**config.mk**
```make
export PLATFORM = sky130hd
export DESIGN_NAME = axi_burst_scheduler_flat
export DESIGN_NICKNAME = d
export VERILOG_FILES = /design/src/rtl/axi_burst_scheduler_if.sv /design/src/rtl/axi_burst_scheduler.sv /design/src/flat_wrapper.sv
export SDC_FILE = /design/constraint.sdc
export NUM_CORES = 1
export LEC_CHECK = 0
export ABC_AREA = 1
export CAP_MARGIN = 20
export CELL_PAD_IN_SITES_DETAIL_PLACEMENT = 0
export CELL_PAD_IN_SITES_GLOBAL_PLACEMENT = 1
export CORE_MARGIN = 2
export CORE_UTILIZATION = 41
export DETAILED_ROUTE_END_ITERATION = 7
export PLACE_DENSITY = 0.88
export SYNTH_ARGS = -nofsm -noshare
export SYNTH_HDL_FRONTEND = slang
export SYNTH_SLANG_ARGS = --single-unit
```
**constraint.sdc**
```tcl
create_clock -name M_AXI_ACLK -period 4.5 [get_ports M_AXI_ACLK]
set_input_delay 0.9 -clock M_AXI_ACLK [delete_from_list [all_inputs] [get_ports M_AXI_ACLK]]
set_output_delay 0.9 -clock M_AXI_ACLK [all_outputs]
set_load 0.02 [all_outputs]
```
**src/rtl/axi_burst_scheduler_if.sv**
```systemverilog
// Request/command bundle between the burst scheduler and the blocks around it:
// the three CMOS write paths, the video read path and the AXI master engine.
// The master modport is the scheduler's view; slave is the environment's view.
interface axi_burst_scheduler_if #(
  parameter int ADDR_WIDTH = 32
);
  logic [2:0]            wr_req;
  logic [2:0]            wr_frame_start;
  logic                  rd_req;
  logic                  rd_urgent;
  logic [ADDR_WIDTH-1:0] rd_addr;
  logic [2:0]            wr_grant;
  logic                  rd_grant;
  logic                  cmd_valid;
  logic                  cmd_ready;
  logic                  cmd_is_read;
  logic [1:0]            cmd_ch;
  logic [ADDR_WIDTH-1:0] cmd_addr;
  logic                  cmd_done;
  logic [2:0]            rd_bank;
  logic [2:0]            overrun;

  modport master (
    input  wr_req, wr_frame_start, rd_req, rd_urgent, rd_addr, cmd_ready, cmd_done,
    output wr_grant, rd_grant, cmd_valid, cmd_is_read, cmd_ch, cmd_addr, rd_bank, overrun
  );

  modport slave (
    output wr_req, wr_frame_start, rd_req, rd_urgent, rd_addr, cmd_ready, cmd_done,
    input  wr_grant, rd_grant, cmd_valid, cmd_is_read, cmd_ch, cmd_addr, rd_bank, overrun
  );
endinterface

```
**src/rtl/axi_burst_scheduler.sv**
```systemverilog
// Burst scheduler sharing one AXI-FULL master between three CMOS write
// channels and the video read path. It issues one burst command at a time,
// generates per-channel write addresses inside double-buffered frame banks and
// reports to the read path which bank of each channel holds a complete frame.
module axi_burst_scheduler #(
  parameter logic [31:0] C_M_TARGET_SLAVE_BASE_ADDR = 32'h10000000,
  parameter int          C_M_AXI_ADDR_WIDTH         = 32,
  parameter int          C_M_AXI_DATA_WIDTH         = 128,
  parameter int          C_M_AXI_BURST_LEN          = 16,
  parameter int unsigned FRAME_BYTES                = 4147200,
  parameter logic [31:0] BANK_STRIDE                = 32'h00400000,
  parameter logic [31:0] CH_STRIDE                  = 32'h00800000
) (
  input  logic                  M_AXI_ACLK,
  input  logic                  rst,
  axi_burst_scheduler_if.master bus
);
  localparam int AW = C_M_AXI_ADDR_WIDTH;
  localparam int unsigned BURST_BYTES_I = C_M_AXI_BURST_LEN * C_M_AXI_DATA_WIDTH / 8;
  localparam logic [AW-1:0] BURST_BYTES = AW'(BURST_BYTES_I);
  localparam logic [AW-1:0] FRAME_LIM   = AW'(FRAME_BYTES);
  localparam logic [AW-1:0] BASE_A      = AW'(C_M_TARGET_SLAVE_BASE_ADDR);
  localparam logic [AW-1:0] BANK_A      = AW'(BANK_STRIDE);
  localparam logic [AW-1:0] CH_A        = AW'(CH_STRIDE);

  typedef enum logic [1:0] {IDLE, ISSUE, BUSY} state_t;

  state_t          state_q, state_d;
  logic [2:0]      wr_grant_q, wr_grant_d;
  logic            rd_grant_q, rd_grant_d;
  logic            cmd_is_read_q, cmd_is_read_d;
  logic [1:0]      cmd_ch_q, cmd_ch_d;
  logic [AW-1:0]   cmd_addr_q, cmd_addr_d;
  logic [AW-1:0]   offset_q [3];
  logic [AW-1:0]   offset_d [3];
  logic [2:0]      bank_q, bank_d;
  logic [2:0]      rd_bank_q, rd_bank_d;
  logic [2:0]      overrun_q, overrun_d;
  logic [2:0]      pend_q, pend_d;
  logic [1:0]      rr_ptr_q, rr_ptr_d;

  logic [2:0]      apply_fs;
  logic [2:0]      swap_fs;
  logic [2:0]      eff_bank;
  logic [AW-1:0]   eff_offset [3];
  logic [AW-1:0]   wr_addr [3];
  logic [2:0]      eligible;
  logic [3:0]      elig_ext;
  logic            pick_valid;
  logic [1:0]      pick_ch;
  logic [AW-1:0]   pick_addr;

  // Channel index k steps after the round-robin pointer, wrapped into 0..2.
  function automatic logic [1:0] rr_index(input logic [1:0] ptr, input logic [1:0] k);
    logic [2:0] sum;
    sum = {1'b0, ptr} + {1'b0, k};
    if (sum >= 3'd3) sum = sum - 3'd3;
    return sum[1:0];
  endfunction

  // Frame-start bookkeeping: a pulse for an in-flight channel is parked until its
  // grant drops; otherwise the bank swap and offset clear are folded into
  // "effective" values so an arbitration decision in the same cycle already
  // addresses the new frame.
  always_comb begin
    for (int c = 0; c < 3; c++) begin
      apply_fs[c]   = (bus.wr_frame_start[c] | pend_q[c]) & ~wr_grant_q[c];
      pend_d[c]     = wr_grant_q[c] & (pend_q[c] | bus.wr_frame_start[c]);
      swap_fs[c]    = apply_fs[c] && (offset_q[c] != '0);
      eff_bank[c]   = bank_q[c] ^ swap_fs[c];
      rd_bank_d[c]  = swap_fs[c] ? bank_q[c] : rd_bank_q[c];
      eff_offset[c] = apply_fs[c] ? '0 : offset_q[c];
      overrun_d[c]  = overrun_q[c] | (bus.wr_req[c] && (eff_offset[c] == FRAME_LIM));
      eligible[c]   = bus.wr_req[c] && !overrun_q[c] && (eff_offset[c] < FRAME_LIM);
      wr_addr[c]    = BASE_A + (AW'(c) * CH_A) + (eff_bank[c] ? BANK_A : '0) + eff_offset[c];
    end
  end

  // Round-robin pick: the first eligible writer at or after the pointer wins.
  always_comb begin
    elig_ext   = {1'b0, eligible};
    pick_valid = 1'b0;
    pick_ch    = 2'd0;
    for (int k = 2; k >= 0; k--) begin
      if (elig_ext[rr_index(rr_ptr_q, 2'(k))]) begin
        pick_valid = 1'b1;
        pick_ch    = rr_index(rr_ptr_q, 2'(k));
      end
    end
    case (pick_ch)
      2'd0:    pick_addr = wr_addr[0];
      2'd1:    pick_addr = wr_addr[1];
      default: pick_addr = wr_addr[2];
    endcase
  end

  // Next-state logic: arbitrate in IDLE, hold the command through the ISSUE
  // handshake (advancing the write offset), then wait in BUSY for completion.
  always_comb begin
    state_d       = state_q;
    wr_grant_d    = wr_grant_q;
    rd_grant_d    = rd_grant_q;
    cmd_is_read_d = cmd_is_read_q;
    cmd_ch_d      = cmd_ch_q;
    cmd_addr_d    = cmd_addr_q;
    rr_ptr_d      = rr_ptr_q;
    bank_d        = eff_bank;
    for (int c = 0; c < 3; c++) offset_d[c] = eff_offset[c];

    case (state_q)
      IDLE: begin
        if ((bus.rd_urgent && bus.rd_req) || (!pick_valid && bus.rd_req)) begin
          state_d       = ISSUE;
          rd_grant_d    = 1'b1;
          cmd_is_read_d = 1'b1;
          cmd_ch_d      = 2'd3;
          cmd_addr_d    = bus.rd_addr;
        end else if (pick_valid) begin
          state_d       = ISSUE;
          wr_grant_d    = 3'b001 << pick_ch;
          cmd_is_read_d = 1'b0;
          cmd_ch_d      = pick_ch;
          cmd_addr_d    = pick_addr;
          rr_ptr_d      = rr_index(pick_ch, 2'd1);
        end
      end
      ISSUE: begin
        if (bus.cmd_ready) begin
          state_d = BUSY;
          for (int c = 0; c < 3; c++) begin
            if (!cmd_is_read_q && (cmd_ch_q == 2'(c))) offset_d[c] = eff_offset[c] + BURST_BYTES;
          end
        end
      end
      BUSY: begin
        if (bus.cmd_done) begin
          state_d    = IDLE;
          wr_grant_d = 3'b000;
          rd_grant_d = 1'b0;
        end
      end
      default: state_d = IDLE;
    endcase
  end

  // State and bookkeeping registers with synchronous reset.
  always_ff @(posedge M_AXI_ACLK) begin
    if (rst) begin
      state_q       <= IDLE;
      wr_grant_q    <= '0;
      rd_grant_q    <= 1'b0;
      cmd_is_read_q <= 1'b0;
      cmd_ch_q      <= '0;
      cmd_addr_q    <= '0;
      bank_q        <= '0;
      rd_bank_q     <= '0;
      overrun_q     <= '0;
      pend_q        <= '0;
      rr_ptr_q      <= '0;
      for (int c = 0; c < 3; c++) offset_q[c] <= '0;
    end else begin
      state_q       <= state_d;
      wr_grant_q    <= wr_grant_d;
      rd_grant_q    <= rd_grant_d;
      cmd_is_read_q <= cmd_is_read_d;
      cmd_ch_q      <= cmd_ch_d;
      cmd_addr_q    <= cmd_addr_d;
      bank_q        <= bank_d;
      rd_bank_q     <= rd_bank_d;
      overrun_q     <= overrun_d;
      pend_q        <= pend_d;
      rr_ptr_q      <= rr_ptr_d;
      for (int c = 0; c < 3; c++) offset_q[c] <= offset_d[c];
    end
  end

  assign bus.wr_grant    = wr_grant_q;
  assign bus.rd_grant    = rd_grant_q;
  assign bus.cmd_valid   = (state_q == ISSUE);
  assign bus.cmd_is_read = cmd_is_read_q;
  assign bus.cmd_ch      = cmd_ch_q;
  assign bus.cmd_addr    = cmd_addr_q;
  assign bus.rd_bank     = rd_bank_q;
  assign bus.overrun     = overrun_q;
endmodule

```
**src/flat_wrapper.sv**
```systemverilog
// flat-port wrapper written by rule: the top's interface ports become plain ports
module axi_burst_scheduler_flat 
#(
  parameter logic [31:0] C_M_TARGET_SLAVE_BASE_ADDR = 32'h10000000,
  parameter int          C_M_AXI_ADDR_WIDTH         = 32,
  parameter int          C_M_AXI_DATA_WIDTH         = 128,
  parameter int          C_M_AXI_BURST_LEN          = 16,
  parameter int unsigned FRAME_BYTES                = 4147200,
  parameter logic [31:0] BANK_STRIDE                = 32'h00400000,
  parameter logic [31:0] CH_STRIDE                  = 32'h00800000
)
  (M_AXI_ACLK, rst, bus_wr_req, bus_wr_frame_start, bus_rd_req, bus_rd_urgent, bus_rd_addr, bus_cmd_ready, bus_cmd_done, bus_wr_grant, bus_rd_grant, bus_cmd_valid, bus_cmd_is_read, bus_cmd_ch, bus_cmd_addr, bus_rd_bank, bus_overrun);
  axi_burst_scheduler_if bus_i ();
  input  logic M_AXI_ACLK;
  input  logic rst;
  input wire logic [$bits(bus_i.wr_req)-1:0] bus_wr_req;
  input wire logic [$bits(bus_i.wr_frame_start)-1:0] bus_wr_frame_start;
  input wire logic [$bits(bus_i.rd_req)-1:0] bus_rd_req;
  input wire logic [$bits(bus_i.rd_urgent)-1:0] bus_rd_urgent;
  input wire logic [$bits(bus_i.rd_addr)-1:0] bus_rd_addr;
  input wire logic [$bits(bus_i.cmd_ready)-1:0] bus_cmd_ready;
  input wire logic [$bits(bus_i.cmd_done)-1:0] bus_cmd_done;
  output wire logic [$bits(bus_i.wr_grant)-1:0] bus_wr_grant;
  output wire logic [$bits(bus_i.rd_grant)-1:0] bus_rd_grant;
  output wire logic [$bits(bus_i.cmd_valid)-1:0] bus_cmd_valid;
  output wire logic [$bits(bus_i.cmd_is_read)-1:0] bus_cmd_is_read;
  output wire logic [$bits(bus_i.cmd_ch)-1:0] bus_cmd_ch;
  output wire logic [$bits(bus_i.cmd_addr)-1:0] bus_cmd_addr;
  output wire logic [$bits(bus_i.rd_bank)-1:0] bus_rd_bank;
  output wire logic [$bits(bus_i.overrun)-1:0] bus_overrun;
  assign bus_i.wr_req = bus_wr_req;
  assign bus_i.wr_frame_start = bus_wr_frame_start;
  assign bus_i.rd_req = bus_rd_req;
  assign bus_i.rd_urgent = bus_rd_urgent;
  assign bus_i.rd_addr = bus_rd_addr;
  assign bus_i.cmd_ready = bus_cmd_ready;
  assign bus_i.cmd_done = bus_cmd_done;
  assign bus_wr_grant = bus_i.wr_grant;
  assign bus_rd_grant = bus_i.rd_grant;
  assign bus_cmd_valid = bus_i.cmd_valid;
  assign bus_cmd_is_read = bus_i.cmd_is_read;
  assign bus_cmd_ch = bus_i.cmd_ch;
  assign bus_cmd_addr = bus_i.cmd_addr;
  assign bus_rd_bank = bus_i.rd_bank;
  assign bus_overrun = bus_i.overrun;
  axi_burst_scheduler #(.C_M_TARGET_SLAVE_BASE_ADDR(C_M_TARGET_SLAVE_BASE_ADDR), .C_M_AXI_ADDR_WIDTH(C_M_AXI_ADDR_WIDTH), .C_M_AXI_DATA_WIDTH(C_M_AXI_DATA_WIDTH), .C_M_AXI_BURST_LEN(C_M_AXI_BURST_LEN), .FRAME_BYTES(FRAME_BYTES), .BANK_STRIDE(BANK_STRIDE), .CH_STRIDE(CH_STRIDE)) u_core (.M_AXI_ACLK(M_AXI_ACLK), .rst(rst), .bus(bus_i));
endmodule
```
**After elaboration in Yosys (flattened, before gate mapping)**

Memories as Yosys holds them, arrays and structs flattened.
Cells that the tools add are included.

- Register bits: 55
- Memory bits (writable): 96
- Input port bits: 44
- Output and inout port bits: 46
- Logic and storage cells: 165
- Memories kept: 1

- $add $sub $neg: 16
- $lt $le $gt $ge: 10
- Eq/ne operators: 14
- Shift operators: 1
- Mux-type cells: 52
- Bitwise operators: 22
- Reductions and logical operators: 36

Memories:

| name | words | bits a word | read ports | clocked after memory_dff | wr ports | RTL line | text |
|---|---|---|---|---|---|---|---|
| u_core.offset_q | 3 | 32 | 3 | 0 | 3 | axi_burst_scheduler.sv:34 | `logic [AW-1:0] offset_q [3];` |

Operator list:

| cell | count |
|---|---|
| two-way mux 32 bit | 11 |
| two-way mux 96 bit | 2 |
| adder 29 x 32 -> 32 bit (first input constant) | 3 |
| adder 32 bit | 3 |
| adder 32 x 9 -> 32 bit (second input constant) | 3 |
| equality test 32 x 22 -> 1 bit (second input constant) | 3 |
| < comparator 32 x 22 -> 1 bit (second input constant) | 3 |
| nonzero test 32 bit | 3 |
| two-way mux 23 bit | 3 |
| one-hot mux 32 bit (2 select lines) | 1 |
| two-way mux 2 bit | 13 |
| logical AND 1 bit | 17 |
| two-way mux 1 bit | 13 |
| >= comparator 3 x 2 -> 1 bit (second input constant) | 3 |
| < comparator 2 x 3 -> 1 bit (second input constant) | 3 |
| two-way mux 3 bit | 3 |
| bitwise OR 1 bit | 9 |
| AND reduction 3 bit | 3 |
| subtractor 2 bit (second input constant) | 4 |
| adder 2 x 1 -> 3 bit (second input constant) | 2 |
| AND 1 bit | 6 |
| binary-select mux 1 bit (select 2 bit) | 3 |
| equality test 2 x 1 -> 1 bit (second input constant) | 3 |
| logical NOT 2 bit | 3 |
| 17 further kinds | 31 |

**Longest topological paths before layout**

- Depth after elaboration: 15
- Depth in mapped cells: 26
- Depth with buffers taken out: 26

**Least setup slack after synthesis**

No wires, ideal clock.

- Kind: in2reg
- Start point: input bus_wr_frame_start[2]
- End point: register u_core.cmd_addr_q[20], in the netlist u_core.bus.cmd_addr[20]
- Setup time: 64 ps
- Arrival: 3628 ps
- Data required time: 4436 ps
- Setup slack: 808 ps
- Stages: 22
- Path buffers: 2
- Cell sequence: nor2_2 nor2_4 nor2_1 nor2_1 nand3_1 nand3_1 nand2_2 nand2_2 nor2_2 inv_2 nand2_4 o21ai_0 a21oi_1 inv_1 ha_1 nor2_1 clkbuf_1 clkbuf_1 nand2_1 o211ai_1 nor2_2 nor2_1

- Longest elaborated chain between the ends: 15
- Elaborated cells on any way between the ends: 28
- Those cells by class: 1 x add/sub; 1 x order compare; 1 x eq/ne; 16 x mux; 2 x bitwise; 7 x reduce/logical

Ends and longest elaborated chain:

| element | RTL line | text |
|---|---|---|
| start: declaration | flat_wrapper.sv:17 | `input wire logic [$bits(bus_i.wr_frame_start)-1:0] bus_wr_frame_start;` |
| bitwise OR 1 bit * | axi_burst_scheduler.sv:67 | `apply_fs[c] = (bus.wr_frame_start[c] \| pend_q[c]) & ~wr_grant_q[c];` |
| AND 1 bit * | axi_burst_scheduler.sv:67 |  |
| two-way mux 32 bit * | axi_burst_scheduler.sv:72 | `eff_offset[c] = apply_fs[c] ? '0 : offset_q[c];` |
| parallel branches: the longest is 12 deep, another holds < comparator 32 x 22 -> 1 bit | - |  |
| end signal: assignment | axi_burst_scheduler.sv:167 | `cmd_addr_q <= cmd_addr_d;` |
| end: declaration | axi_burst_scheduler.sv:33 | `logic [AW-1:0] cmd_addr_q, cmd_addr_d;` |

Every way passes the cells marked *. The select of a mux whose other input is x is not followed.
A chain may end at the register's enable or synchronous reset.

**Final worst setup path**

- Start point: input bus_wr_frame_start[0]
- End point: register u_core.cmd_addr_q[23], in the netlist u_core.bus.cmd_addr[23]

- Longest elaborated chain between the ends: 15
- Elaborated cells on any way between the ends: 32
- Those cells by class: 2 x add/sub; 1 x order compare; 1 x eq/ne; 17 x mux; 3 x bitwise; 8 x reduce/logical

Ends and longest elaborated chain:

| element | RTL line |
|---|---|
| bitwise OR 1 bit * | axi_burst_scheduler.sv:67 |
| AND 1 bit * | axi_burst_scheduler.sv:67 |
| parallel branches: the longest is 13 deep, another holds adder 29 x 32 -> 32 bit | - |

Marked as above.

==> flow_summary_export.csv <==
group,metric,value,unit
placed_design,hpwl,22.6,mm
synthesis,synth_xor_area_share,0.288,%
global_routing,busiest_layer,"met2",
min_path,hold_class,"reg2reg",
synthesis,netlist_instances,1446,
synthesis,synthMuxAreaShare,0,%
clocking,cts_sinks,151,
synthesis,synth.avg_cell_area,6.32,um2
layout,diodes,0,
drt,drt_iter0_drc,858,
clocking,cts_tree,"yes",
floorplanning,io_pins,90,
critical_path,crit_arrival,4450,ps
layout,area_growth,20.7,%
layout,final_nets,1615,
synthesis,synth_fp_nets,1508,
layout,fillers,2329,
synthesis,synth-edff-count,0,
timing,final_max_slew_viol_count,0,
timing,skew,8.55,ps
drt,wl_per_cell,16.1,um
synthesis,yosys.area.top_type_share,33.1,%
drt,drc_errors,0,
clocking,h-tree-depth,4,
clocking,cts_buffer_depth,2,
synthesis,synth_area_leaders,"dfxtp_1 (33%), nor2_1 (11%), nand2_1 (11%), inv_1 (9.0%), a21oi_1 (6.2%)",
critical_path,worst_ep_required_time,4790,ps
pwr,peakVddDrop,437,uV
floorplanning,num_rows,54,
min_path,holdPathStages,1,
global_routing,grt_use_met1,35.0,%
synthesis,synthAdderAreaFrac,2.47,%
clocking,cts.clk_slew.worst_paths,60,ps
critical_path,crit_top_cell,"nand3_1",
synthesis,synth-simple-area-share,37.6,%
timing,period_share,92.5,%
timing,grt_setup_unrepaired,"false",
synthesis,synth_top_family_by_area,"simple AND/OR/NAND/NOR gates",
floorplanning,core_area,21800,um2
clocking,holdBufCountCts,0,
critical_path,cp_slowest_cell,"clkdlybuf4s50_1",
floorplanning,start_util,41.9,%
drt,dr.pass1.iters,5,
placed_design,place_area,10500,um2
timing,setup_tns,0,ps
clocking,insertion_delay,440,ps
pwr,p_per_area,507,nW/um2
synthesis,yosys-top-cells-count,"nor2_1 (279), nand2_1 (262), inv_1 (219)",
run_status,outcome,"finished clean",
clocking,cts_setup_buffers,0,
global_routing,grt_overflow,0,
global_routing,met2_usage,38.4,%
synthesis,ys.flop_type,"dfxtp_1",
timing,worst_pin_slew,705,ps
timing,post-route-min-period,4160,ps
clocking,cts_root_buffer,"clkbuf_16",
synthesis,synth_compound_area_share,14.0,%
critical_path,crit_cells,21,
critical_path,path_cells,"clkdlybuf4s50_1 -> nor2_1 -> nor2_1 -> nor2_1 -> nand3_1 -> nand3_1 -> nand3_1 -> nand2_1 -> nand2_1 -> nand2_1 -> nand2_4 -> o21ai_0 -> a21oi_1 -> inv_1 -> ha_1 -> inv_1 -> nor2_1 -> a221oi_1 -> nand3_1 -> nand3_1 -> a21oi_1",
floorplanning,chipHeight,153,um
critical_path,cp_max_fo,4,
critical_path,crit_buf_inv,3,
critical_path,cp_slowest_stage_delay,570,ps
pwr,p_leak,0.00442,uW
clocking,cts_made_buffers,17,
synthesis,ys_ff_latch,151,
layout,drive_above_1_share,8.82,%
critical_path,rrSetupSlack,920,ps
timing,setup_violations,0,
drt,finalWirelength,29.6,mm
global_routing,antenna_found_initial,0,
critical_path,crit_family,"simple AND/OR/NAND/NOR gates",
floorplanning,dieArea,23500,um2
critical_path,critPathKind,"in2reg",
global_routing,met3_usage,4.56,%
global_routing,grt_pass1_wl,47.3,mm
clocking,ctsResizeCount,0,
drt,vias,9621,
placed_design,gp_congestion,0.980,
global_routing,grt_max_degree,63,
critical_path,worst_setup_path_end_kind,"flip-flop",
drt,ant_nets,0,
synthesis,async_flop_share,0,%
timing,max_freq,0.240,GHz
layout,fin_util,50.6,%
layout,fin_area,11000,um2
synthesis,yosys.cell_count.top_type,"nor2_1",
timing,final-hold-violation-count,0,
synthesis,ys_warn_count,0,
timing,slew_headroom,53.0,%
synthesis,synthDistinctLibCells,50,
synthesis,netlist_area,9140,um2
drt,via_per_inst,5.21,
global_routing,grt_usage,25.2,%
critical_path,ff2ff_path_depth,22,
synthesis,synth_top_cell_by_area,"dfxtp_1",
critical_path,start_kind,"primary input",
synthesis,synth-seq-area-share,33.1,%
job,drv_cap,0,
global_routing,grt_pass1_vias,8950,
placed_design,port_buffers,89,
floorplanning,die_w,153,um
==> worst reg2reg max path, stage by stage (launching register included) <==
cell      delay [ps]
dfxtp_1          320
inv_1            150
o21ai_4          130
buf_4            190
o21ai_0           80
nand2_1           80
nor2_1           200
nand2_1           70
nor2_1           190
nand2_1          100
nand2_1           90
nand2_1           90
nand2_4           70
o21ai_0           80
a21oi_1          280
inv_1            110
ha_1             260
inv_1            180
nor2_1            90
a221oi_1         370
nand3_1          150
nand3_1          100
a21oi_1           60
==> through the flow <==
stage | setup slack (ps) | total power, uW | cells | hold WS, ps
finish | 339 | 5590 | 1845 | 449
global route | 38.3 | 5900 | 1845 | 477
floorplan | 808 | 3240 | 1446 | 415
global placement | -4.70 | 4130 | 1814 | 435
CTS | 394 | 5590 | 1845 | 448
detailed placement | -31.1 | 4150 | 1814 | 437
==> layer usage <==
layer | up-vias | wire length (um)
li1 | 4879 | -
met2 | 379 | 12600
met4 | 0 | 1070
met3 | 58 | 2430
met5 | - | 0
met1 | 4305 | 13500
==> state kept, by name, summed over array words and instances, names as in the netlist <==
signal and flops:
u_core.rr_ptr_q 2, u_core.bus.overrun 3, u_core.bus.rd_bank 3, u_core.bank_q 3, u_core.pend_q 3, u_core.bus.cmd_is_read 1
u_core.bus.cmd_addr 32, u_core.bus.rd_grant 1, u_core.bus.cmd_ch 2, u_core.bus.wr_grant 3, u_core.offset_q 96, u_core.state_q 2
==> layout by cell type, fill, tap and decap left out, types with 4 or more instances in the layout <==
master and instances:
o21ai_0 69, nor2_2 27, inv_1 219, nand4_1 32
dfxtp_1 151, clkdlybuf4s50_1 88, buf_4 43, a31oi_1 4
inv_2 7, clkbuf_16 17, a21oi_1 114, nand2_1 262
clkinv_4 4, nand3_1 89, a211oi_1 4, o221ai_1 22
nor2_1 279, nand2_2 8, nor3_1 39, ha_1 18
nor4_1 16
==> power by group <==
part / internal [uW] / leakage [uW] / switching [uW] / total [uW]
clock: 818 / 0.000280 / 619 / 1440
sequential: 1490 / 0.00123 / 92.9 / 1580
combinational: 890 / 0.00291 / 1680 / 2570
total: 3200 / 0.00442 / 2390 / 5590
==> layout make-up <==
cell class                 count  area, um2  area share, %
tap                          280        350           3.18
clock inverter                14        151           1.37
clock buffer                  17        425           3.86
inverter                     229        867           7.86
sequential                   151       3020           27.4
timing repair buffer         134       1250           11.3
multi-input combinational   1020       4970           45.0
==> path summary, 6_finish.rpt <==
path                                        startpoint                 endpoint
worst max-delay path             bus_wr_frame_start[0]  u_core.bus.cmd_addr[23]
worst min-delay path            u_core.offset_q[0][83]   u_core.offset_q[0][84]
worst max register to register  u_core.bus.wr_grant[0]  u_core.bus.cmd_addr[23]
worst min register to register  u_core.offset_q[0][83]   u_core.offset_q[0][84]
==> kinds of logic after synthesis <==
group / Yosys count
AOI/OAI and AO/OA: 226
DFF: 151
xor gates and xnor gates: 3
buffers and inverters: 275
adders and majority gates: 18
and+or+nand+nor: 773
No activity file was read; power rests on OpenSTA's default activity.
